File: src/rtl/sramlike_bridge.sv
// CPU SRAM-style port to sram-like bus bridge with one outstanding transaction.
// Write strobes are mapped to the narrowest aligned bus size; odd patterns go full-width.
module sramlike_bridge #(
    parameter int unsigned ADDR_W    = 32,
    parameter int unsigned DATA_W    = 32,
    parameter int unsigned READ_ONLY = 0
) (
    input  logic                clk,
    input  logic                rst,
    input  logic                cpu_en,
    input  logic [DATA_W/8-1:0] cpu_wen,
    input  logic [ADDR_W-1:0]   cpu_addr,
    input  logic [DATA_W-1:0]   cpu_wdata,
    output logic [DATA_W-1:0]   cpu_rdata,
    output logic                cpu_stall,
    input  logic                cpu_hold,
    output logic                req,
    output logic                wr,
    output logic [1:0]          size,
    output logic [ADDR_W-1:0]   addr,
    output logic [DATA_W-1:0]   wdata,
    input  logic [DATA_W-1:0]   rdata,
    input  logic                addr_ok,
    input  logic                data_ok
);
    localparam int unsigned NB        = DATA_W / 8;
    localparam int unsigned OFF_W     = $clog2(NB);
    localparam logic [1:0]  FULL_SIZE = 2'(OFF_W);

    typedef enum logic [1:0] {IDLE, REQ, WAIT, DONE} state_t;

    state_t            state;
    state_t            state_nxt;
    logic              cap_c;
    logic              comp_c;
    logic              dec_wr;
    logic [1:0]        dec_size;
    logic [OFF_W-1:0]  dec_off;
    logic [DATA_W-1:0] rdata_q;
    logic              addr_lsb_unused;

    assign addr_lsb_unused = ^cpu_addr[OFF_W-1:0];

    // Strobe decode: match single byte, aligned half, aligned word; else full width.
    always_comb begin
        dec_wr   = 1'b0;
        dec_size = FULL_SIZE;
        dec_off  = '0;
        if (READ_ONLY == 0 && cpu_wen != '0) begin
            dec_wr = 1'b1;
            for (int k = 0; k < NB; k++) begin
                if (cpu_wen == (NB'(1) << k)) begin
                    dec_size = 2'd0;
                    dec_off  = OFF_W'(k);
                end
            end
            for (int j = 0; j < NB; j += 2) begin
                if (cpu_wen == (NB'(2'b11) << j)) begin
                    dec_size = 2'd1;
                    dec_off  = OFF_W'(j);
                end
            end
            for (int j = 0; j < NB; j += 4) begin
                if (cpu_wen == (NB'(4'hF) << j)) begin
                    dec_size = 2'd2;
                    dec_off  = OFF_W'(j);
                end
            end
        end
    end

    always_ff @(posedge clk) begin
        if (!rst) begin
            state <= IDLE;
        end else begin
            state <= state_nxt;
        end
    end

    always_comb begin
        state_nxt = state;
        cap_c     = 1'b0;
        comp_c    = 1'b0;
        case (state)
            IDLE: begin
                if (cpu_en) begin
                    cap_c     = 1'b1;
                    state_nxt = REQ;
                end
            end
            REQ: begin
                if (addr_ok) begin
                    if (data_ok) begin
                        comp_c    = 1'b1;
                        state_nxt = cpu_hold ? DONE : IDLE;
                    end else begin
                        state_nxt = WAIT;
                    end
                end
            end
            WAIT: begin
                if (data_ok) begin
                    comp_c    = 1'b1;
                    state_nxt = cpu_hold ? DONE : IDLE;
                end
            end
            DONE: begin
                if (!cpu_hold) begin
                    state_nxt = IDLE;
                end
            end
            default: state_nxt = IDLE;
        endcase
    end

    // Request payload is frozen at capture so it stays stable while req is high.
    always_ff @(posedge clk) begin
        if (!rst) begin
            wr      <= 1'b0;
            size    <= 2'd0;
            addr    <= '0;
            wdata   <= '0;
            rdata_q <= '0;
        end else begin
            if (cap_c) begin
                wr    <= dec_wr;
                size  <= dec_size;
                addr  <= {cpu_addr[ADDR_W-1:OFF_W], dec_off};
                wdata <= cpu_wdata;
            end
            if (comp_c) begin
                rdata_q <= rdata;
            end
        end
    end

    assign req       = (state == REQ);
    assign cpu_rdata = comp_c ? rdata : rdata_q;
    assign cpu_stall = rst & cpu_en & ~(comp_c | (state == DONE));

endmodule

File: config.mk
export PLATFORM = sky130hd
export DESIGN_NAME = sramlike_bridge
export DESIGN_NICKNAME = d
export VERILOG_FILES = /design/src/rtl/sramlike_bridge.sv
export SDC_FILE = /design/constraint.sdc
export NUM_CORES = 1
export LEC_CHECK = 0
export CAP_MARGIN = 25
export CORE_ASPECT_RATIO = 1.2
export CORE_MARGIN = 1.5
export CORE_UTILIZATION = 51
export DETAILED_ROUTE_END_ITERATION = 16
export DONT_BUFFER_PORTS = 1
export PLACE_DENSITY = 0.66
export SLEW_MARGIN = 20
export SYNTH_ARGS = -nofsm -noshare
export SYNTH_HDL_FRONTEND = slang
export SYNTH_SLANG_ARGS = --single-unit
File: constraint.sdc
create_clock -name clk -period 3.4 [get_ports clk]
set_input_delay 0.51 -clock clk [delete_from_list [all_inputs] [get_ports clk]]
set_output_delay 0.51 -clock clk [all_outputs]
set_load 0.05 [all_outputs]
After elaboration in Yosys (flattened, before gate mapping) --
Index checks and enable logic that the tools add are counted.
Storage, ports and cells: register bits 101, input port bits 106, output and inout port bits 101, word-level logic and storage cells 56
Operators by class: equal/unequal tests 14, mux-type cells 29, bitwise operators 4, reductions and logical operators 3
Operators with widths (count):
- $mux 2 | 20
- $mux 32 | 1
- $eq 4x4->1 const B | 3
- $eq 4x2->1 const B | 2
- $pmux 2 s4 | 1
- $mux 1 | 6
- $ne 2x2->1 const B | 3
- $eq 2x2->1 const B | 2
- $eq 4x1->1 const B | 1
- $eq 4x3->1 const B | 1
- $reduce_and 4->1 | 1
- $reduce_bool 4->1 | 1
- $and 1x1->1 | 2
- $eq 2x1->1 const B | 1
- $logic_not 2->1 | 1
- $ne 2x1->1 const B | 1
- $pmux 1 s2 | 1
- $not 1->1 | 1
- $or 1x1->1 | 1

Depth between registers and ports, before layout --
depth after elaboration 9, mapped depth 8, mapped depth without buffers 5

Least setup slack after synthesis --
OpenSTA, ideal clock, no wires.
path kind flip-flop to output port, from reg state[1], to out cpu_stall, arrival time 2.530 ns, data required time 2.890 ns, slack 0.360 ns, stages on the path, launching flop included 6, path buffers 1, path through dfxtp_1 > inv_1 > ha_1 > a21o_1 > buf_2 > a211oi_1
Between the ends: cells in the longest elaborated chain, start to end 5, elaborated cells on any way between the ends 7, those cells by class eq/ne (3); mux (1); bitwise (3)
Ends and longest elaborated chain:
- from (decl) | RTL line 32 | state_t state;
- from (signal assigned) | RTL line 76 | state <= state_nxt;
- $eq 2x1->1
- named net req | RTL line 17 | output logic req,
- $pmux 1 s2 | RTL line 84 | case (state)
- $or 1x1->1 | RTL line 139 | assign cpu_stall = rst & cpu_en & ~(comp_c | (state == DONE));
- $not 1->1 | RTL line 139
- $and 1x1->1 | RTL line 139
- to (decl) | RTL line 15 | output logic cpu_stall,
The timed path passes the listed nets, and every way through them passes these cells.

Final worst setup path --
from reg state[1], to out cpu_rdata[21]
Between the ends: cells in the longest elaborated chain, start to end 3, elaborated cells on any way between the ends 4, those cells by class eq/ne (2); mux (2)
Ends and longest elaborated chain:
- $eq 2x1->1
- named net req | RTL line 17
- $pmux 1 s2 | RTL line 84
- $mux 32
- to (decl) | RTL line 14 | output logic [DATA_W-1:0] cpu_rdata,
The timed path passes the listed nets, and every way through them passes these cells.

==> results.txt <==
Simple logic cell fraction of the synthesized area: 21.91%. Post-CTS timing repair inserted 0 buffers for setup. Gates resized during post-CTS repair numbered 0. The total routing resource utilization after global routing is 21.30%. The top cell type's share of synthesized area works out to 51.76%. The total core area was 7317 sq um; the maximum VDD drop was 0.0003228 V. The count of nets left with antenna violations once routing finished came out at 0.

The tools report the cell chosen for the clock root as clkbuf_8. The leakage power is 1.633 nW. Setup violations remaining at the end of the flow were counted as 0.

The logs give 3281 for the count of vias placed by the detailed router and 502 for the cell count after synthesis. In the final timing run, aggregate negative setup slack is 0 ns. The logs give 25.6% for the clock share of power and 6264 um for the placed wire-length estimate after detailed placement.

The final weighted congestion in routability-driven placement was 0.8437. The worst path needs 3.003 ns of the cycle, external delays included. The standard-cell row count was 34; the per-cell via count in the routed design was 5.667. The placed instance area is 3919 sq um. STA classifies the critical path startpoint as a register.

Synthesis inferred 101 register bits. The logs give 0 for the number of failing hold endpoints at the final stage and 0.35 ns for the clock latency on the worst-skew pair. Along the worst path, the maximum fanout reaches 33. The leftover overflow at the end of global routing is 0. The worst path meets setup with 0.3971 ns of slack. For this run, asynchronously set or reset flops after synthesis account for 0%. The synthesis-to-layout area growth was 4.773%; the post-synthesis mux area share was 0%.

In this run, synthesis inferred 0 flip-flops with an integrated enable. The critical path in this run is classified as register to primary output. Sorting the synthesized cells by area gives the leading types as dfxtp_1 (52%), nand2_1 (16%), a21oi_1 (13%), nand3_1 (4.1%), o21ai_0 (3.8%). Dividing the final minimum period by the clock period gives 88.32%. The initial antenna violation count came out at 0. Type of destination of the critical path: a primary output.

Initial core utilization: 53.39%. Setup repair after global routing left no endpoint under its margin. The switching power of the nets is 1.015 mW, and the fraction of the mapped netlist area in compound gates is 19.70%.

The first detailed-routing pass ran for 4 iterations. The tools report the internal power contribution as 1.643 mW. The tools report the sequential-to-total area share from yosys stat as 51.76%. After the first detailed-routing iteration, the DRC count stood at 95. The number of pins with negative max-slew slack in the final report is 0. The adder and majority cell fraction of the synthesized area is 1.602%, and the maximum clock frequency is 333.0 MHz.

Entering global routing, the biggest net connects 52 pins. In this run the horizontal extent of the chip is 82.89 um. Net switching is 38.18% of the power. In this run the tightest slew margin relative to its limit is 42.78%. The sequential cells in the finished layout cover a total of 2022 sq um. In this run the power density over the cells is 649.3 nW/um^2. The repair_antennas step left the layout with diodes totalling 0.

The maximum level of the CTS H-tree is 3, and the overall die area is 8195 sq um. The run gives 1705 sq um as the area used by multi-input combinational logic. Summing every instance area after synthesis gives 3906 sq um. The cell area after layout came out at 4093 sq um. The clock passes through at most 2 buffers. The number of fill cells is 741, and the required time at the worst-slack endpoint is 2.89 ns.

Sequential cells account for 58.8% of the total power. The Yosys step of the flow raised 0 warnings. After the last flow step, the layout net total stands at 595. After synthesis, the mean cell area works out to 7.781 sq um. Measured along the y axis, the die boundary spans 98.87 um. The logs give 0 for the remaining design rule violation count and 3047 for the number of global-route vias before repair.

After clock tree synthesis, the clock-pin slew on the worst setup and hold paths is 0.10 ns. Across the run, the number of max-cap violations was 0. The clock skew was 0.01167 ns. The first global-routing pass estimated 14520 um of wire. Commonest register cell after synthesis: dfxtp_1.

In this run the count of I/O pins placed on the die edge is 207. The biggest area contributor in the post-synthesis netlist is dfxtp_1. For this block, the routed nets add up to 9079 um of wire. The total design power is 2.658 mW. The combinational share of power is 15.6%, and the number of buffers created by CTS is 9. For the worst setup path, the data arrival time is 2.49 ns.

At the pin with the least slew margin, the transition time is 0.8570 ns. By area, the combinational part of the netlist is dominated by simple AND/OR/NAND/NOR gates. The run finished with clean final reports. TritonCTS built the clock tree. Synthesis produced a netlist with a net count of 613. Counting distinct cell types in the post-synthesis netlist gives 32. The count of buffers inserted at the top-level ports came out at 0. The synthesized netlist devotes 0.2242% of its cell area to XOR and XNOR gates. The number of sinks on the clock net was 101; the average wire length per cell after detail routing was 15.68 um. The path type of the worst min-delay path was input port to register. The run gives 0 as the count of hold-fix buffers inserted at cts. At the placement stage, the worst setup path has a slack of 0.7689 ns. The fraction of layout cells with a size suffix above 1 is 6.135%.
## final cells by class
type	count	area share, %
multi-input cells	360	41.67
clock buffers	11	3.210
clock inverters	5	1.039
repair buffers	9	1.651
flip-flops and latches	101	49.40
well taps	90	2.751
inverters	3	0.2751
## layout by cell type, fill, tap and decap left out, types with 2 or more instances in the layout
cell | Yosys | final
a21oi_1 | 100 | 100
a41o_1 | 2 | 2
buf_4 | 3 | 9
clkbuf_1 | 14 | 2
clkbuf_8 | 0 | 9
dfxtp_1 | 101 | 101
ha_1 | 5 | 5
inv_1 | 2 | 2
inv_6 | 0 | 3
nand2_1 | 164 | 163
nand2b_1 | 4 | 4
nand3_1 | 32 | 32
o21ai_0 | 30 | 30
o21ai_1 | 5 | 5
## per-stage QoR
stage / utilization [%] / std cells / hold slack (ns)
after floorplan: - / 502 / 0.4742
after global placement: 53.56 / 563 / 0.4849
after detailed placement: 53.56 / 563 / 0.4924
after CTS: 55.93 / 579 / 0.2607
after global routing: 55.93 / 579 / 0.2538
final: 55.93 / 579 / 0.2829
## state kept, by name, indices dropped and copies added (netlist names)
name and flops:
wr 1, state 2, size 2, wdata 32, rdata_q 32, addr 32
## cell usage after synthesis (2+ instances only)
cell and number:
a21oi_1 100, a41o_1 2, and2_1 2, buf_1 3, buf_2 18, buf_4 3
clkbuf_1 14, dfxtp_1 101, ha_1 5, inv_1 2, nand2_1 164, nand2b_1 4
nand3_1 32, o21ai_0 30, o21ai_1 5
## cell families after synthesis
group                    count (synthesis)
adder cells (fa/ha/maj)                  5
flip-flops                             101
buffers and inverters                   41
AND/OR/NAND/NOR                        208
XOR/XNOR                                 1
AO/OA/AOI/OAI                          146
## routing by layer
layer	part of all wire (%)	track usage, %	routed length [um]
met1	39	23.97	3521
met2	50	36.77	4560
met3	9.0	7.873	814
met4	2.0	8.205	183
met5	0	0	0
## critical path, stage by stage, from the launching register on
cell and delay (ns):
dfxtp_1 0.35, inv_1 0.11, ha_1 0.60, a21o_1 0.21
buf_4 0.31, nand3_1 0.17, nand2_1 0.40
## worst paths after layout
path / from / endpoint / slack [ns] / depth (start not counted)
min reg2reg: rdata_q[0] / rdata_q[0] / 0.50 / 2
max: state[1] / cpu_rdata[21] / 0.40 / 6
max reg2reg: state[0] / wdata[4] / 1.33 / 6
min: cpu_wdata[22] / wdata[22] / 0.28 / 2
## power groups by stage
stage / clock network, mW / logic, mW / registers, mW
floorplan: 0 / 0.364 / 1.57
global placement: 0 / 0.409 / 1.59
detailed placement: 0 / 0.418 / 1.59
CTS: 0.708 / 0.419 / 1.57
global route: 0.757 / 0.465 / 1.57
finish: 0.680 / 0.414 / 1.56
(Power assumes the default switching activity.)
